`config.mk`:
```
export PLATFORM = sky130hd
export DESIGN_NAME = ramp_adc_controller
export DESIGN_NICKNAME = d
export VERILOG_FILES = /design/src/rtl/ramp_adc_controller.sv
export SDC_FILE = /design/constraint.sdc
export NUM_CORES = 1
export LEC_CHECK = 0
export CORE_MARGIN = 2
export CORE_UTILIZATION = 53
export CTS_BUF_LIST = sky130_fd_sc_hd__clkbuf_2 sky130_fd_sc_hd__clkbuf_4 sky130_fd_sc_hd__clkbuf_8
export DETAILED_ROUTE_END_ITERATION = 10
export PLACE_DENSITY = 0.81
export SYNTH_ARGS = -nofsm -noshare
export SYNTH_HDL_FRONTEND = slang
export SYNTH_SLANG_ARGS = --single-unit
```
`constraint.sdc`:
```
create_clock -name clk_i -period 1.77 [get_ports clk_i]
set_input_delay 0.177 -clock clk_i [delete_from_list [all_inputs] [get_ports clk_i]]
set_output_delay 0.177 -clock clk_i [all_outputs]
set_load 0.005 [all_outputs]
```
`src/rtl/ramp_adc_controller.sv`:
```
// ---------------------------------------------------------------------------
// ramp_adc_controller
//
// Control and capture FSM for a PWM-ramp single-slope ADC. An external
// pwm_ramp block raises its duty cycle. The RC-filtered PWM is compared
// against the analog input by an LVDS comparator (lvds_i=1 means the
// filtered ramp is above the input). This block:
//   - restarts each ramp,
//   - waits for the filter to discharge,
//   - detects a debounced comparator crossing,
//   - latches the duty cycle at that crossing as the conversion result,
//   - reports 0 when the input is below the ramp floor and full scale
//     when the ramp wraps without a crossing.
//
// Optional feature macro: ADC_AVG_EN
//   defined   : adc_value_o is the floor of the mean of the last 4 results
//   undefined : adc_value_o is the raw result of the latest conversion
//
// Ports
//   clk_i              in   1      clock, all logic on the rising edge
//   rst_i              in   1      asynchronous reset, active-high
//   lvds_i             in   1      comparator output, asynchronous to clk_i
//   pwm_dc_i           in   NBITS  current duty cycle from the ramp generator
//   adc_value_o        out  NBITS  last conversion result, held between conversions
//   adc_valid_o        out  1      one-cycle pulse when adc_value_o updates
//   clear_pwm_count_o  out  1      one-cycle pulse that restarts the ramp
// ---------------------------------------------------------------------------
module ramp_adc_controller #(
    parameter int NBITS          = 6,
    parameter int SYNC_STAGES    = 2,
    parameter int DEB_CYCLES     = 16,
    parameter int HOLDOFF_CYCLES = 4096
) (
    input  logic             clk_i,
    input  logic             rst_i,
    input  logic             lvds_i,
    input  logic [NBITS-1:0] pwm_dc_i,
    output logic [NBITS-1:0] adc_value_o,
    output logic             adc_valid_o,
    output logic             clear_pwm_count_o
);

    localparam int DEB_W  = $clog2(DEB_CYCLES + 1);
    localparam int HOLD_W = $clog2(HOLDOFF_CYCLES + 1);

    localparam logic [DEB_W-1:0]  DEB_LAST   = DEB_W'(DEB_CYCLES - 1);
    localparam logic [DEB_W-1:0]  DEB_MAX    = DEB_W'(DEB_CYCLES);
    localparam logic [HOLD_W-1:0] HOLD_LAST  = HOLD_W'(HOLDOFF_CYCLES - 1);
    localparam logic [HOLD_W-1:0] HOLD_MAX   = HOLD_W'(HOLDOFF_CYCLES);
    localparam logic [NBITS-1:0]  FULL_SCALE = '1;

    typedef enum logic [1:0] {
        ST_CLEAR,
        ST_HOLDOFF,
        ST_RAMP,
        ST_CAPTURE
    } state_t;

    state_t state;
    state_t state_next;

    logic [SYNC_STAGES-1:0] sync_q;
    logic                   lvds_s;
    logic [NBITS-1:0]       prev_dc;
    logic [HOLD_W-1:0]      hold_cnt;
    logic [DEB_W-1:0]       deb_cnt;
    logic [NBITS-1:0]       result;
    logic [NBITS-1:0]       value_next;

    logic hold_done;
    logic deb_accept;
    logic dc_wrapped;
    logic clear_d;
    logic valid_d;

    // Metastability filter for the asynchronous comparator output.
    always_ff @(posedge clk_i or posedge rst_i) begin
        if (rst_i) begin
            sync_q <= '0;
        end else begin
            sync_q <= {sync_q[SYNC_STAGES-2:0], lvds_i};
        end
    end

    assign lvds_s = sync_q[SYNC_STAGES-1];

    // The crossing is accepted on the DEB_CYCLES-th consecutive high sample,
    // so the decision uses the count before this cycle's increment.
    assign hold_done  = (hold_cnt == HOLD_LAST);
    assign deb_accept = lvds_s && (deb_cnt == DEB_LAST);
    assign dc_wrapped = (pwm_dc_i < prev_dc);

    // State register.
    always_ff @(posedge clk_i or posedge rst_i) begin
        if (rst_i) begin
            state <= ST_CLEAR;
        end else begin
            state <= state_next;
        end
    end

    // Next-state logic. In RAMP a crossing and a wrap in the same cycle both
    // lead to CAPTURE; which result is stored is resolved in the result register.
    always_comb begin
        state_next = state;
        unique case (state)
            ST_CLEAR: begin
                state_next = ST_HOLDOFF;
            end
            ST_HOLDOFF: begin
                if (hold_done) begin
                    state_next = lvds_s ? ST_CAPTURE : ST_RAMP;
                end
            end
            ST_RAMP: begin
                if (deb_accept || dc_wrapped) begin
                    state_next = ST_CAPTURE;
                end
            end
            ST_CAPTURE: begin
                state_next = ST_CLEAR;
            end
            default: begin
                state_next = ST_CLEAR;
            end
        endcase
    end

    // Output decode; the pulses are registered below so they are glitch-free
    // and read 0 while reset is held.
    always_comb begin
        clear_d = 1'b0;
        valid_d = 1'b0;
        unique case (state)
            ST_CLEAR:   clear_d = 1'b1;
            ST_CAPTURE: valid_d = 1'b1;
            default: begin
                clear_d = 1'b0;
                valid_d = 1'b0;
            end
        endcase
    end

    // Holdoff and debounce counters; both saturate instead of wrapping.
    // Any low sample in RAMP restarts the debounce window.
    always_ff @(posedge clk_i or posedge rst_i) begin
        if (rst_i) begin
            hold_cnt <= '0;
            deb_cnt  <= '0;
        end else begin
            if (state == ST_HOLDOFF) begin
                if (hold_cnt != HOLD_MAX) begin
                    hold_cnt <= hold_cnt + HOLD_W'(1);
                end
            end else begin
                hold_cnt <= '0;
            end

            if ((state == ST_RAMP) && lvds_s) begin
                if (deb_cnt != DEB_MAX) begin
                    deb_cnt <= deb_cnt + DEB_W'(1);
                end
            end else begin
                deb_cnt <= '0;
            end
        end
    end

    // Previous duty cycle, used to spot the ramp wrapping to zero.
    always_ff @(posedge clk_i or posedge rst_i) begin
        if (rst_i) begin
            prev_dc <= '0;
        end else begin
            prev_dc <= pwm_dc_i;
        end
    end

    // Conversion result. A crossing takes priority over a simultaneous wrap.
    always_ff @(posedge clk_i or posedge rst_i) begin
        if (rst_i) begin
            result <= '0;
        end else begin
            if ((state == ST_HOLDOFF) && hold_done && lvds_s) begin
                result <= '0;
            end else if (state == ST_RAMP) begin
                if (deb_accept) begin
                    result <= pwm_dc_i;
                end else if (dc_wrapped) begin
                    result <= FULL_SCALE;
                end
            end
        end
    end

`ifdef ADC_AVG_EN
    logic [NBITS-1:0] hist_q [4];
    logic [NBITS+1:0] acc_q;
    logic [NBITS+1:0] acc_next;

    // Running sum of the last four results: add the newest, drop the oldest.
    always_comb begin
        acc_next = acc_q + {2'b00, result} - {2'b00, hist_q[3]};
    end

    // Four-entry history, starting from zeros so early averages are diluted.
    always_ff @(posedge clk_i or posedge rst_i) begin
        if (rst_i) begin
            hist_q[0] <= '0;
            hist_q[1] <= '0;
            hist_q[2] <= '0;
            hist_q[3] <= '0;
            acc_q     <= '0;
        end else if (valid_d) begin
            hist_q[0] <= result;
            hist_q[1] <= hist_q[0];
            hist_q[2] <= hist_q[1];
            hist_q[3] <= hist_q[2];
            acc_q     <= acc_next;
        end
    end

    assign value_next = acc_next[NBITS+1:2];
`else
    assign value_next = result;
`endif

    // Registered outputs; the value only moves on the CAPTURE cycle.
    always_ff @(posedge clk_i or posedge rst_i) begin
        if (rst_i) begin
            adc_value_o       <= '0;
            adc_valid_o       <= 1'b0;
            clear_pwm_count_o <= 1'b0;
        end else begin
            adc_valid_o       <= valid_d;
            clear_pwm_count_o <= clear_d;
            if (valid_d) begin
                adc_value_o <= value_next;
            end
        end
    end

endmodule

```
==> results.json <==
{
  "outcome": "finished clean",
  "layout_worst_path_cycle_share_pct": 98.93,
  "synth-seq-cells": 42,
  "htreeDepth": 2,
  "dpl.hpwl_um": 2590,
  "cts_sinks": 42,
  "grt_pass1_wl_um": 6368,
  "dr_total_vias": 1365,
  "num-fill-cells": 280,
  "p_per_area_nw_per_um2": 688.0,
  "reg2reg_slack_ps": 20,
  "ir_drop_v": 0.0003444,
  "synthFlopType": "dfrtp_1",
  "seq_area_frac_synth_pct": 53.23,
  "cts_tree": "built",
  "antenna_found_initial": 0,
  "hp-class": "input port to async pin",
  "ant_nets": 0,
  "grt_pass1_vias": 1434,
  "ys_types": 34,
  "drtIter0Drc": 101,
  "gp_congestion": 0.7830,
  "rsz0062_at_grt": "yes",
  "crit_chain": "inv_1 -> ha_1 -> a211oi_2 -> nand2_1 -> o211ai_1 -> o211ai_1 -> a32oi_2",
  "netlist_area_um2": 1974,
  "clock_latency_ps": 300,
  "synth_edf_count": 0,
  "n_antenna_cell": 0,
  "r2r-start": "prev_dc[3]$_DFF_PP0_",
  "crit_fanout": 3,
  "clockBufferDepth": 2,
  "avgViaCountPerCell": 5.482,
  "power_switching_uw": 367.3,
  "ios": 17,
  "synth_area_leaders": "dfrtp_1 (53%), ha_1 (8.9%), xnor2_1 (4.4%)",
  "syn2layout_area_growth_pct": 25.67,
  "setup.worst_path.end_class": "flip-flop",
  "firstDrtPassIters": 4,
  "leakagePower_uw": 0.001127,
  "dieArea_um2": 4230,
  "routed_wl_um": 3843,
  "fmax_mhz": 571.1,
  "grt_usage_pct": 20.07,
  "fin_cells": 249,
  "pwr-share-seq_pct": 57.0,
  "clk_pin_slew_ps": 80,
  "p_int_uw": 1340,
  "place.port_buffers": 16,
  "syn-num-nets": 190,
  "synth.top_cell.area_share_pct": 53.23,
  "drv_slew": 0,
  "grt_max_degree": 43,
  "yosysWarningCount": 0,
  "crit_slowest_cell": "dfrtp_1",
  "slowest_delay_ps": 380,
  "maxSlewHeadroom_pct": 66.64,
  "route.detailed.drc": 0,
  "clkPwrFrac_pct": 37.6,
  "cts-root-buf": "clkbuf_8",
  "cp.required_ps": 1970,
  "async_flop_share_pct": 100.0,
  "setup_viol_count_final": 0,
  "finalNetCount": 223,
  "dp.cells": 240,
  "initial_core_util_pct": 54.34,
  "critPathLaunchType": "flip-flop",
  "critPathKind": "flip-flop to flip-flop",
  "die_x_um": 65.04,
  "syn_avg_cell_area_um2": 11.82,
  "regArea_um2": 1051,
  "finalSetupTns_ps": 0,
  "syn_inst": 167,
  "drive_above_1_share_pct": 23.38,
  "hold_viol": 0,
  "numCtsBuffers": 5,
  "synth_top_area_cell": "dfrtp_1",
  "period_needed_ps": 1751,
  "multi_input_area_um2": 964.7,
  "avgRoutedWirePerCell_um": 15.43,
  "reg2reg_to": "state[0]$_DFFE_PP0P_",
  "dieHeight_um": 65.04,
  "final.setup_skew_ps": 10.95,
  "p_comb_share_pct": 5.3,
  "netSwitchingFraction_pct": 21.52,
  "maxCapViolCount": 0,
  "num_rows": 22,
  "core_area_um2": 3633,
  "cpMostUsedCell": "o211ai_1",
  "gr-total-overflow": 0,
  "max_slew.worst_pin.slew_ps": 500.4,
  "crit_arrival_ps": 1950,
  "r2r_cells": 7
}
-- metrics by stage --
step	hold slack (ps)	power [uW]	worst slack (ps)	instance area, um^2	utilization, %
after floorplan	208.4	1029	-22.96	2001	-
after global placement	334.3	1072	-118.4	2298	63.26
after detailed placement	337.9	1075	-205.1	2298	63.26
after CTS	310.7	1719	13.11	2404	66.15
after global routing	313.5	1775	-65.31	2481	68.29
final	296.3	1707	18.89	2481	68.29
-- synth_stat cells (3+ instances only) --
cell,n
nand2_1,10
nor2_1,4
nand3_1,6
o21ai_0,6
mux2_2,6
ha_1,14
o221a_2,6
a21boi_0,3
nand4_1,4
inv_1,14
clkbuf_1,3
and2_1,10
o211ai_1,3
dfrtp_1,42
xnor2_1,10
-- power by group through the flow --
stage / logic [uW] / registers, uW / clock network (uW)
5_1_grt: 104 / 975 / 697
2_1_floorplan: 38.8 / 990 / 0
3_5_place_dp: 83.3 / 992 / 0
4_1_cts: 84.3 / 973 / 662
3_3_place_gp: 80.8 / 991 / 0
6_report: 90.9 / 974 / 643
-- cells by family (layout without fill, tap and decap cells) --
| logic type | after synthesis | after routing | share of synthesized area [%] |
|---|---|---|---|
| AND/OR/NAND/NOR | 49 | 49 | 14.51 |
| flip-flops | 42 | 42 | 53.23 |
| AO/OA/AOI/OAI | 26 | 26 | 10.84 |
| buffers and inverters | 17 | 51 | 3.232 |
| adder cells (fa/ha/maj) | 14 | 14 | 8.872 |
| XOR/XNOR | 11 | 11 | 4.879 |
| multiplexers | 8 | 8 | 4.436 |
-- worst max-delay path by stage --
stage	start	end	slack [ps]	cells past startpoint
finish	prev_dc[3]$_DFF_PP0_	state[0]$_DFFE_PP0P_	20	7
CTS	deb_cnt[0]$_DFFE_PP0P_	result[1]$_DFFE_PP0P_	10	7
global route	prev_dc[3]$_DFF_PP0_	state[0]$_DFFE_PP0P_	-70	7
global placement	pwm_dc_i[3]	result[4]$_DFFE_PP0P_	-120	7
detailed placement	pwm_dc_i[3]	result[1]$_DFFE_PP0P_	-210	7
floorplan	deb_cnt[1]$_DFFE_PP0P_	result[0]$_DFFE_PP0P_	-20	8
-- state kept, by name, indices dropped and copies added, names as in the netlist --
signal             count
hold_cnt              13
adc_value_o            6
prev_dc                6
result                 6
deb_cnt                5
state                  2
sync_q                 2
adc_valid_o            1
clear_pwm_count_o      1
-- final cells by class --
class                           instances  share of cell area [%]
Clock inverter                          1                  0.2017
Sequential cell                        42                   42.36
Multi-Input combinational cell        108                   38.88
Timing Repair Buffer                   29                   10.39
Clock buffer                            7                   3.631
Tap cell                               48                   2.421
Inverter                               14                   2.118
-- layout by cell type (no fill, tap or decap), types with 2 or more instances in the layout --
cell type	n
dfrtp_1	42
clkdlybuf4s50_1	16
inv_1	14
buf_4	13
ha_1	12
nand2_1	10
xnor2_1	10
and2_1	9
o221a_4	6
mux2_2	6
clkbuf_8	6
o21ai_0	5
nand3_1	5
nor2_1	4
nand4_1	4
o211ai_1	3
a21boi_0	3
a21oi_1	2
nor3_1	2
or3_1	2
mux2i_1	2
nor4_1	2
-- timing repair --
action / in CTS / in global routing
pin swaps: 2 / 3
buffers inserted: 1 / 0
endpoints found under the setup margin: 6 / 11
hold endpoints to repair: 0 / 0
hold buffers: 0 / 0
gates resized for setup: 2 / 11
-- critical path: cells and delay by family (launching register included) --
family          cells  cell delay, ps
compound gates      4             850
flops               1             380
fa+ha+maj           1             250
simple gates        1             120
buf+inv             1              70
-- per-layer routing --
layer  track usage [%]  part of all wire, %  vias up
li1                  -                    -      652
met1             22.01                   40      663
met2             36.21                   52       38
met3             5.035                  4.5       12
met4             9.375                  2.8        0
met5                 0                    0        -
(Power assumes the default switching activity.)
